$ cat config.mk
export PLATFORM = sky130hd
export DESIGN_NAME = ram_arbiter
export DESIGN_NICKNAME = d
export VERILOG_FILES = /design/src/rtl/ram_arbiter.sv
export SDC_FILE = /design/constraint.sdc
export NUM_CORES = 1
export LEC_CHECK = 0
export CORE_MARGIN = 2
export CORE_UTILIZATION = 31
export CTS_BUF_LIST = sky130_fd_sc_hd__clkbuf_8
export DETAILED_ROUTE_END_ITERATION = 16
export PLACE_DENSITY_LB_ADDON = 0.15
export SYNTH_ARGS = -nofsm -noshare
export SYNTH_HDL_FRONTEND = slang
export SYNTH_SLANG_ARGS = --single-unit
$ cat constraint.sdc
create_clock -name clk -period 2.4 [get_ports clk]
set_input_delay 0.48 -clock clk [delete_from_list [all_inputs] [get_ports clk]]
set_output_delay 0.48 -clock clk [all_outputs]
set_load 0.02 [all_outputs]
$ cat src/rtl/ram_arbiter.sv
// Two-requester round-robin arbiter for the shared single-port data RAM.
// The owner's access is routed straight to the RAM strobes; ack pulses the cycle after each access.
module ram_arbiter #(
  parameter int AW        = 8,
  parameter int DW        = 8,
  parameter int MAX_BURST = 4
) (
  input  logic          clk,
  input  logic          rst,
  input  logic          req0,
  input  logic          we0,
  input  logic [AW-1:0] addr0,
  input  logic [DW-1:0] wdata0,
  output logic          gnt0,
  output logic          ack0,
  input  logic          req1,
  input  logic          we1,
  input  logic [AW-1:0] addr1,
  input  logic [DW-1:0] wdata1,
  output logic          gnt1,
  output logic          ack1,
  output logic          ram_ena,
  output logic          ram_write,
  output logic          ram_read,
  output logic [AW-1:0] ram_addr,
  output logic [DW-1:0] ram_wdata,
  input  logic [DW-1:0] ram_rdata,
  output logic [DW-1:0] rdata
);

  localparam int CW = $clog2(MAX_BURST + 1);
  localparam logic [CW-1:0] CNT_MAX = CW'(MAX_BURST);

  // OWN0/OWN1 are one-hot so each grant is a flop output.
  typedef enum logic [1:0] {
    IDLE = 2'b00,
    OWN0 = 2'b01,
    OWN1 = 2'b10
  } state_t;

  state_t        state;
  state_t        other_st;
  logic          prio;
  logic [CW-1:0] cnt;
  logic [CW-1:0] cnt_nxt;
  logic          burst_done;

  logic          own_req;
  logic          own_we;
  logic [AW-1:0] own_addr;
  logic [DW-1:0] own_wdata;
  logic          other_req;

  function automatic logic [CW-1:0] sat_inc(input logic [CW-1:0] c);
    if (c >= CNT_MAX) return CNT_MAX;
    return c + 1'b1;
  endfunction

  // Owner mux: the non-owner's inputs never reach the RAM.
  always_comb begin
    own_req   = 1'b0;
    own_we    = 1'b0;
    own_addr  = '0;
    own_wdata = '0;
    other_req = 1'b0;
    other_st  = IDLE;
    case (state)
      OWN0: begin
        own_req   = req0;
        own_we    = we0;
        own_addr  = addr0;
        own_wdata = wdata0;
        other_req = req1;
        other_st  = OWN1;
      end
      OWN1: begin
        own_req   = req1;
        own_we    = we1;
        own_addr  = addr1;
        own_wdata = wdata1;
        other_req = req0;
        other_st  = OWN0;
      end
      default: ;
    endcase
  end

  assign ram_ena    = own_req;
  assign ram_write  = own_req & own_we;
  assign ram_read   = own_req & ~own_we;
  assign ram_addr   = own_req ? own_addr : '0;
  assign ram_wdata  = own_req ? own_wdata : '0;
  assign rdata      = ram_rdata;
  assign gnt0       = state[0];
  assign gnt1       = state[1];
  assign cnt_nxt    = sat_inc(cnt);
  assign burst_done = (cnt_nxt == CNT_MAX);

  always_ff @(posedge clk or negedge rst) begin
    if (!rst) begin
      state <= IDLE;
      prio  <= 1'b0;
      cnt   <= '0;
      ack0  <= 1'b0;
      ack1  <= 1'b0;
    end else begin
      ack0 <= (state == OWN0) && req0;
      ack1 <= (state == OWN1) && req1;
      case (state)
        IDLE: begin
          cnt <= '0;
          if (req0 && (!req1 || !prio)) state <= OWN0;
          else if (req1)                state <= OWN1;
        end
        OWN0, OWN1: begin
          if (!own_req) begin
            prio  <= (state == OWN0);
            cnt   <= '0;
            state <= other_req ? other_st : IDLE;
          end else if (other_req && burst_done) begin
            // Forced release: this cycle's access is the last of the burst.
            prio  <= (state == OWN0);
            cnt   <= '0;
            state <= other_st;
          end else begin
            cnt <= cnt_nxt;
          end
        end
        default: state <= IDLE;
      endcase
    end
  end

endmodule
==> results of run 1 <==
==> per-layer routing <==
| layer | GRT usage (%) | vias to the layer above | part of all wire [%] |
|---|---|---|---|
| met5 | 0 | - | 0 |
| met4 | 5.92 | 0 | 1.6 |
| met3 | 3.28 | 9 | 9.2 |
| met2 | 32.3 | 70 | 47 |
| met1 | 23.2 | 460 | 42 |
| li1 | - | 493 | - |
==> registers in the layout (all words and copies together) (netlist names) <==
signal	count
state	2
ack0	1
prio	1
cnt	3
ack1	1
==> power groups by stage <==
stage                     clock, uW  sequential, uW  combinational (uW)
after detailed placement          0             206                 898
after global placement            0             204                 878
after global routing            179             209                 969
final                           171             204                 902
after CTS                       171             205                 884
after floorplan                   0             229                 491
==> metrics by stage <==
stage          setup TNS, ps  cell area, um^2
6_report                   0             1520
3_5_place_dp           -2750             1490
4_1_cts                    0             1510
2_1_floorplan              0              823
3_3_place_gp           -2280             1490
5_1_grt                    0             1520
==> cell families after synthesis <==
| group | synth area share [%] |
|---|---|
| AO/OA/AOI/OAI | 32.4 |
| AND/OR/NAND/NOR | 15.2 |
| buffers and inverters | 14.9 |
| flip-flops | 24.3 |
| adder cells (fa/ha/maj) | 9.12 |
| multiplexers | 4.10 |
==> cell usage in the layout, fill, tap and decap left out <==
cell	n
sky130_fd_sc_hd__a21bo_2	1
sky130_fd_sc_hd__a21oi_1	7
sky130_fd_sc_hd__a22oi_1	20
sky130_fd_sc_hd__a2bb2oi_1	1
sky130_fd_sc_hd__a31oi_1	2
sky130_fd_sc_hd__and2_4	2
sky130_fd_sc_hd__buf_12	2
sky130_fd_sc_hd__buf_4	10
sky130_fd_sc_hd__buf_6	1
sky130_fd_sc_hd__clkbuf_8	3
sky130_fd_sc_hd__clkdlybuf4s15_1	1
sky130_fd_sc_hd__clkdlybuf4s50_1	41
sky130_fd_sc_hd__dfrtp_1	8
sky130_fd_sc_hd__dlygate4sd2_1	18
sky130_fd_sc_hd__ha_1	5
sky130_fd_sc_hd__ha_2	1
sky130_fd_sc_hd__inv_1	8
sky130_fd_sc_hd__mux2_2	3
sky130_fd_sc_hd__nand2_1	3
sky130_fd_sc_hd__nor2_1	19
sky130_fd_sc_hd__nor3_1	2
sky130_fd_sc_hd__o211ai_1	1
sky130_fd_sc_hd__o21ai_0	2
sky130_fd_sc_hd__o21ai_4	1
sky130_fd_sc_hd__o21bai_1	1
sky130_fd_sc_hd__o31ai_1	1
sky130_fd_sc_hd__o41ai_1	1
sky130_fd_sc_hd__or2b_1	1
sky130_fd_sc_hd__or4_1	1
==> repair_timing <==
item                       in CTS  in global routing
resized for setup              19                  4
setup endpoints to repair      19                 18
cloned                          0                  0
hold endpoints to repair        0                  0
==> how the worst max path moves through the flow <==
stage	start	endpoint	slack, ps	cells after the start
6_report	state[1]$_DFFE_PN0P_	ram_read	80	7
5_1_grt	state[1]$_DFFE_PN0P_	ram_addr[4]	0.5	7
2_1_floorplan	state[0]$_DFFE_PN0P_	ram_write	150	6
3_3_place_gp	req0	ram_read	-130	6
4_1_cts	state[1]$_DFFE_PN0P_	ram_wdata[4]	40	7
3_5_place_dp	req0	ram_wdata[4]	-170	6
==> area by class of cell <==
class                   count  area, um^2  share of cell area, %
clock buffers               3        41.3                   2.71
inverters                   8        30.0                   1.97
multi-input cells          75         510                   33.5
flip-flops and latches      8         200                   13.1
well taps                  30        37.5                   2.46
repair buffers             73         704                   46.2
==> run metrics, run 1 <==
HPWL after DPL=2290 um; worst reg2reg startpoint=state[1]$_DFFE_PN0P_; clock-pin slew on the worst setup and hold paths=50 ps; Worst Max-Slew Pin Slew=365 ps; Highest Clock Rate=431 MHz; utilization after layout=61.0%; DR pass1 iterations=4; initial drt markers=79; via count of the first global-routing pass=960; Clk pwr share=13.4%; global router's overall resource usage=18.6%; core area=2500 um^2; average routed wire per standard cell=14.8 um; part of the power in combinational logic=70.6%; most used standard cells in the synthesized netlist=20 x sky130_fd_sc_hd__a22oi_1, 19 x sky130_fd_sc_hd__nor2_1, 8 x sky130_fd_sc_hd__buf_4, 8 x sky130_fd_sc_hd__dfrtp_1, 8 x sky130_fd_sc_hd__inv_1; Fin. Hold Viols=0; share of the cycle needed by the critical path after routing=96.6%; Synthesis Warnings=0; family with the most delay on the worst path=buffers and inverters; Max stage delay cell, worst path=sky130_fd_sc_hd__dfrtp_1; antenna viol nets, final=0; worst reg2reg path endpoint=state[1]$_DFFE_PN0P_; sequential share of power=16.0%; total number of vias=1032; CTS Buffer Depth=2; pwr/cell area=838 nW/um^2; Final setup violation count=0; num rows=18; clock latency on the worst-skew pair=240 ps; placement-stage worst setup slack=-173 ps; share of synthesized area occupied by flip-flops and latches=24.3%; area delta synth->final=85.1%; buffers and inverters on the worst path=3; final weighted congestion of routability-driven global placement=0.773; Layout fillers=223; kind of start point of the critical path=flip-flop; min-delay worst type=primary input to asynchronous set/reset pin; max-slew violation total from the final report=0; internal power=727 uW; leakage power total=0.000694 uW; H-tree depth=1; result of the run=finished, final reports clean; fraction of final layout cells sized beyond drive strength 1=14.4%; worst-path maximum fanout=8; number of inserted diodes=0; antenna violations before repair=0; largest clock skew in the final design=4.82 ps; cell with the most instances after synthesis=sky130_fd_sc_hd__a22oi_1; WS Path Type=flip-flop to output pin; TritonCTS Buffers=3; Syn Std Cell Area=823 um^2; slack of the worst reg-to-reg path=460 ps; number of enable flip-flop cells after synthesis=0; fraction of power spent switching nets=43.1%; final total power=1280 uW; die extent in y=55.5 um; Min Hold Slack=517 ps; number of clock sinks=8; Max-slew headroom=75.6%; cell at the root of the clock tree=sky130_fd_sc_hd__clkbuf_8; mean instance size in the synthesized netlist=7.77 um^2; cell-by-cell trace of the critical path=inv_1 > ha_1 > and2_4 > o21ai_4 > buf_4 > nor2_1 > dlygate4sd2_1; number of placed cells counting well taps=194; delay contributed by the slowest stage of the critical path=380 ps; min cycle time layout=2320 ps; synth unique cells=25; boundary pin count=77; switching power of the nets=550 uW; maximum number of pins on one net before global-route repair=18; initial standard-cell utilization of the core=32.9%; critical path data arrival time=1840 ps; first-pass GRT wire length=4620 um; fin nets=221; DRC Markers=0; share of Yosys cell area claimed by the top area cell type=24.3%; RSZ-0062 raised after global routing=false; number of max-capacitance violations reported=0; non-filler instance count after layout=197; type of destination of the critical path=output pin; required time of the worst setup path=1920 ps; most frequently used flop master after synthesis=sky130_fd_sc_hd__dfrtp_1; FF+latch count, synth=8; Reg2Reg Depth=6; GR Overflow Total=0; worst-case setup margin in the final layout=80.9 ps; number of cells produced by synthesis=106; via count normalized by instance count=5.24; post-synth top area cell=sky130_fd_sc_hd__dfrtp_1; TritonCTS clock tree=done; number of buffers added on ports=60; cts-stage hold buffer count=0; post-detailed-routing wire length=2910 um; peak supply drop=0.690 mV; number of nets in the synthesized netlist=158; DIE AREA=3080 um^2; # Post-CTS Setup Buffers=0; Area contributors post-synth=sky130_fd_sc_hd__dfrtp_1 24%, sky130_fd_sc_hd__a22oi_1 18%, sky130_fd_sc_hd__ha_1 9.1%; x dimension of the die=55.5 um; fraction of synthesis flops using an asynchronous set or reset pin=100%
Power figures use the tool's default switching activity.
==> inputs of run 2 (changes only) <==
- CELL_PAD_IN_SITES_DETAIL_PLACEMENT: unset -> 1
- CELL_PAD_IN_SITES_GLOBAL_PLACEMENT: unset -> 1
- CORE_UTILIZATION: 31 -> 20
- CTS_CLUSTER_SIZE: unset -> 10
- HOLD_SLACK_MARGIN: unset -> 0.05
==> run 2 against run 1 <==
  * Non-clock buffer count fell by 1
  * Highest routed layer unchanged
  * Sequential share of layout area rose by 0.37 points
  * Clock-buffer cell count did not move
  * Worst setup slack improved by 31 ps
  * Global-route usage fell by 4.9 points
  * Hold slack improved by 20 ps
  * Die area rose by 51%
  * Critical path depth fell by 1
  * Combinational power fell by 7.0%
  * Sequential cell count did not move
  * Via count rose by 0.58%
==> run metrics, run 2 (synthesized netlist as in run 1, its figures left out) <==
final total power=1210 uW; share of the cycle needed by the critical path after routing=95.4%; core area=3970 um^2; min-delay worst type=primary input to asynchronous set/reset pin; via count normalized by instance count=4.81; average routed wire per standard cell=14.6 um; antenna viol nets, final=0; cell at the root of the clock tree=sky130_fd_sc_hd__clkbuf_8; most common cell after layout, fill and taps aside=sky130_fd_sc_hd__clkdlybuf4s50_1; Worst Max-Slew Pin Slew=389 ps; fraction of power spent switching nets=44.0%; die extent in y=68.2 um; cts-stage hold buffer count=0; initial standard-cell utilization of the core=20.7%; x dimension of the die=68.2 um; antenna violations before repair=0; CTS Buffer Depth=2; leakage power total=0.000652 uW; post-detailed-routing wire length=3160 um; sequential share of power=16.9%; DR pass1 iterations=4; fin nets=220; routed wl met2=1580 um; number of inserted diodes=0; TritonCTS clock tree=done; largest register by flop count=cnt; fraction of final layout cells sized beyond drive strength 1=18.7%; Fin. Hold Viols=0; total number of vias=1038; HPWL after DPL=2570 um; initial drt markers=23; Min Hold Slack=537 ps; final weighted congestion of routability-driven global placement=0.767; internal power=676 uW; metal3 WL=309 um; maximum number of pins on one net before global-route repair=18; uppermost layer routed=met4; part of the power in combinational logic=69.5%; via count of the first global-routing pass=1070; first-pass GRT wire length=4770 um; type of destination of the critical path=output pin; switching power of the nets=532 uW; largest clock skew in the final design=5.92 ps; DRC Markers=0; kind of start point of the critical path=primary input; min cycle time layout=2290 ps; number of max-capacitance violations reported=0; boundary pin count=77; num rows=23; Final setup violation count=0; commonest cells after routing, fill and taps aside=41 x sky130_fd_sc_hd__clkdlybuf4s50_1, 19 x sky130_fd_sc_hd__a22oi_1, 19 x sky130_fd_sc_hd__nor2_1; number of buffers added on ports=60; peak supply drop=0.430 mV; DIE AREA=4650 um^2; result of the run=finished, final reports clean; worst-path maximum fanout=12; WS Path Type=primary input to output pin; TritonCTS Buffers=3; required time of the worst setup path=1920 ps; pwr/cell area=815 nW/um^2; area delta synth->final=80.1%; number of flip-flops under the largest register name=3; clock latency on the worst-skew pair=230 ps; global router's overall resource usage=13.7%; critical path data arrival time=1810 ps; number of clock sinks=8; GR Overflow Total=0; RSZ-0062 raised after global routing=false; Highest Clock Rate=437 MHz; length of routed wiring on met1=1240 um; H-tree depth=1; Max-slew headroom=74.0%; Clk pwr share=13.7%; clock-pin slew on the worst setup and hold paths=40 ps; max-slew violation total from the final report=0; top flop regs=cnt (3), state (2)
[run 2: cell types whose count changed in the layout (fill, tap and decap cells not counted), sizes merged]
cell | before | now
buf | 13 | 12
clkbuf | 3 | 11
clkdlybuf4s15 | 1 | 2
dlygate4sd2 | 18 | 9
[run 2: routing by layer]
layer	GRT usage (%)	vias to the layer above
li1	-	492
met1	14.4	500
met2	25.0	42
met3	4.28	4
met4	6.00	0
met5	0	-
[run 2: cell type report]
class | count | area, um^2
Tap cell | 50 | 62.6
Clock buffer | 3 | 41.3
Inverter | 8 | 30.0
Fill cell | 489 | 2490
Timing Repair Buffer | 72 | 643
Multi-Input combinational cell | 75 | 505
Sequential cell | 8 | 200
[run 2: power by group through the flow]
stage	Clock (uW)	Sequential (uW)	Combinational [uW]
global placement	0	204	852
detailed placement	0	206	870
global route	180	211	939
finish	165	204	839
CTS	176	204	848
floorplan	0	229	491
[run 2: stage by stage]
stage | setup slack (ps) | TNS [ps] | area (um^2) | instances | utilization [%]
floorplan | 154 | 0 | 823 | 106 | -
global placement | -227 | -2570 | 1480 | 213 | 37.4
detailed placement | -252 | -3210 | 1480 | 213 | 37.4
CTS | 33.3 | 0 | 1500 | 216 | 37.8
global route | 4.43 | 0 | 1480 | 216 | 37.3
finish | 111 | 0 | 1480 | 216 | 37.3
[run 2: path summary, 6_finish.rpt]
check	startpoint	end	slack, ps	depth (start not counted)
worst max-delay path	req0	ram_read	110	6
min in group clk	cnt[2]$_DFFE_PN0P_	cnt[1]$_DFFE_PN0P_	540	1
worst max register to register	state[1]$_DFFE_PN0P_	state[0]$_DFFE_PN0P_	530	6
max in group asynchronous	rst	state[0]$_DFFE_PN0P_	1580	1
worst min-delay path	rst	cnt[2]$_DFFE_PN0P_	540	1
worst min register to register	cnt[2]$_DFFE_PN0P_	cnt[1]$_DFFE_PN0P_	540	1
[run 2: worst max-delay path, cell delays in order]
cell                              delay, ps
sky130_fd_sc_hd__clkdlybuf4s50_1        480
sky130_fd_sc_hd__and2_4                 150
sky130_fd_sc_hd__o21ai_2                 60
sky130_fd_sc_hd__buf_4                  180
sky130_fd_sc_hd__nor2_1                 120
sky130_fd_sc_hd__dlygate4sd2_1          340
[run 2: what timing repair did]
action	in CTS	in global routing
setup endpoints to repair	19	14
resized for setup	19	21
setup buffers	0	0
pin swaps	0	0
endpoints found under the hold margin	0	0
==> inputs of run 3 (changes only) <==
- GPL_ROUTABILITY_DRIVEN: unset -> 1
==> results of run 3 <==
No change in the layout: final DEF, timing and power equal those of run 2.
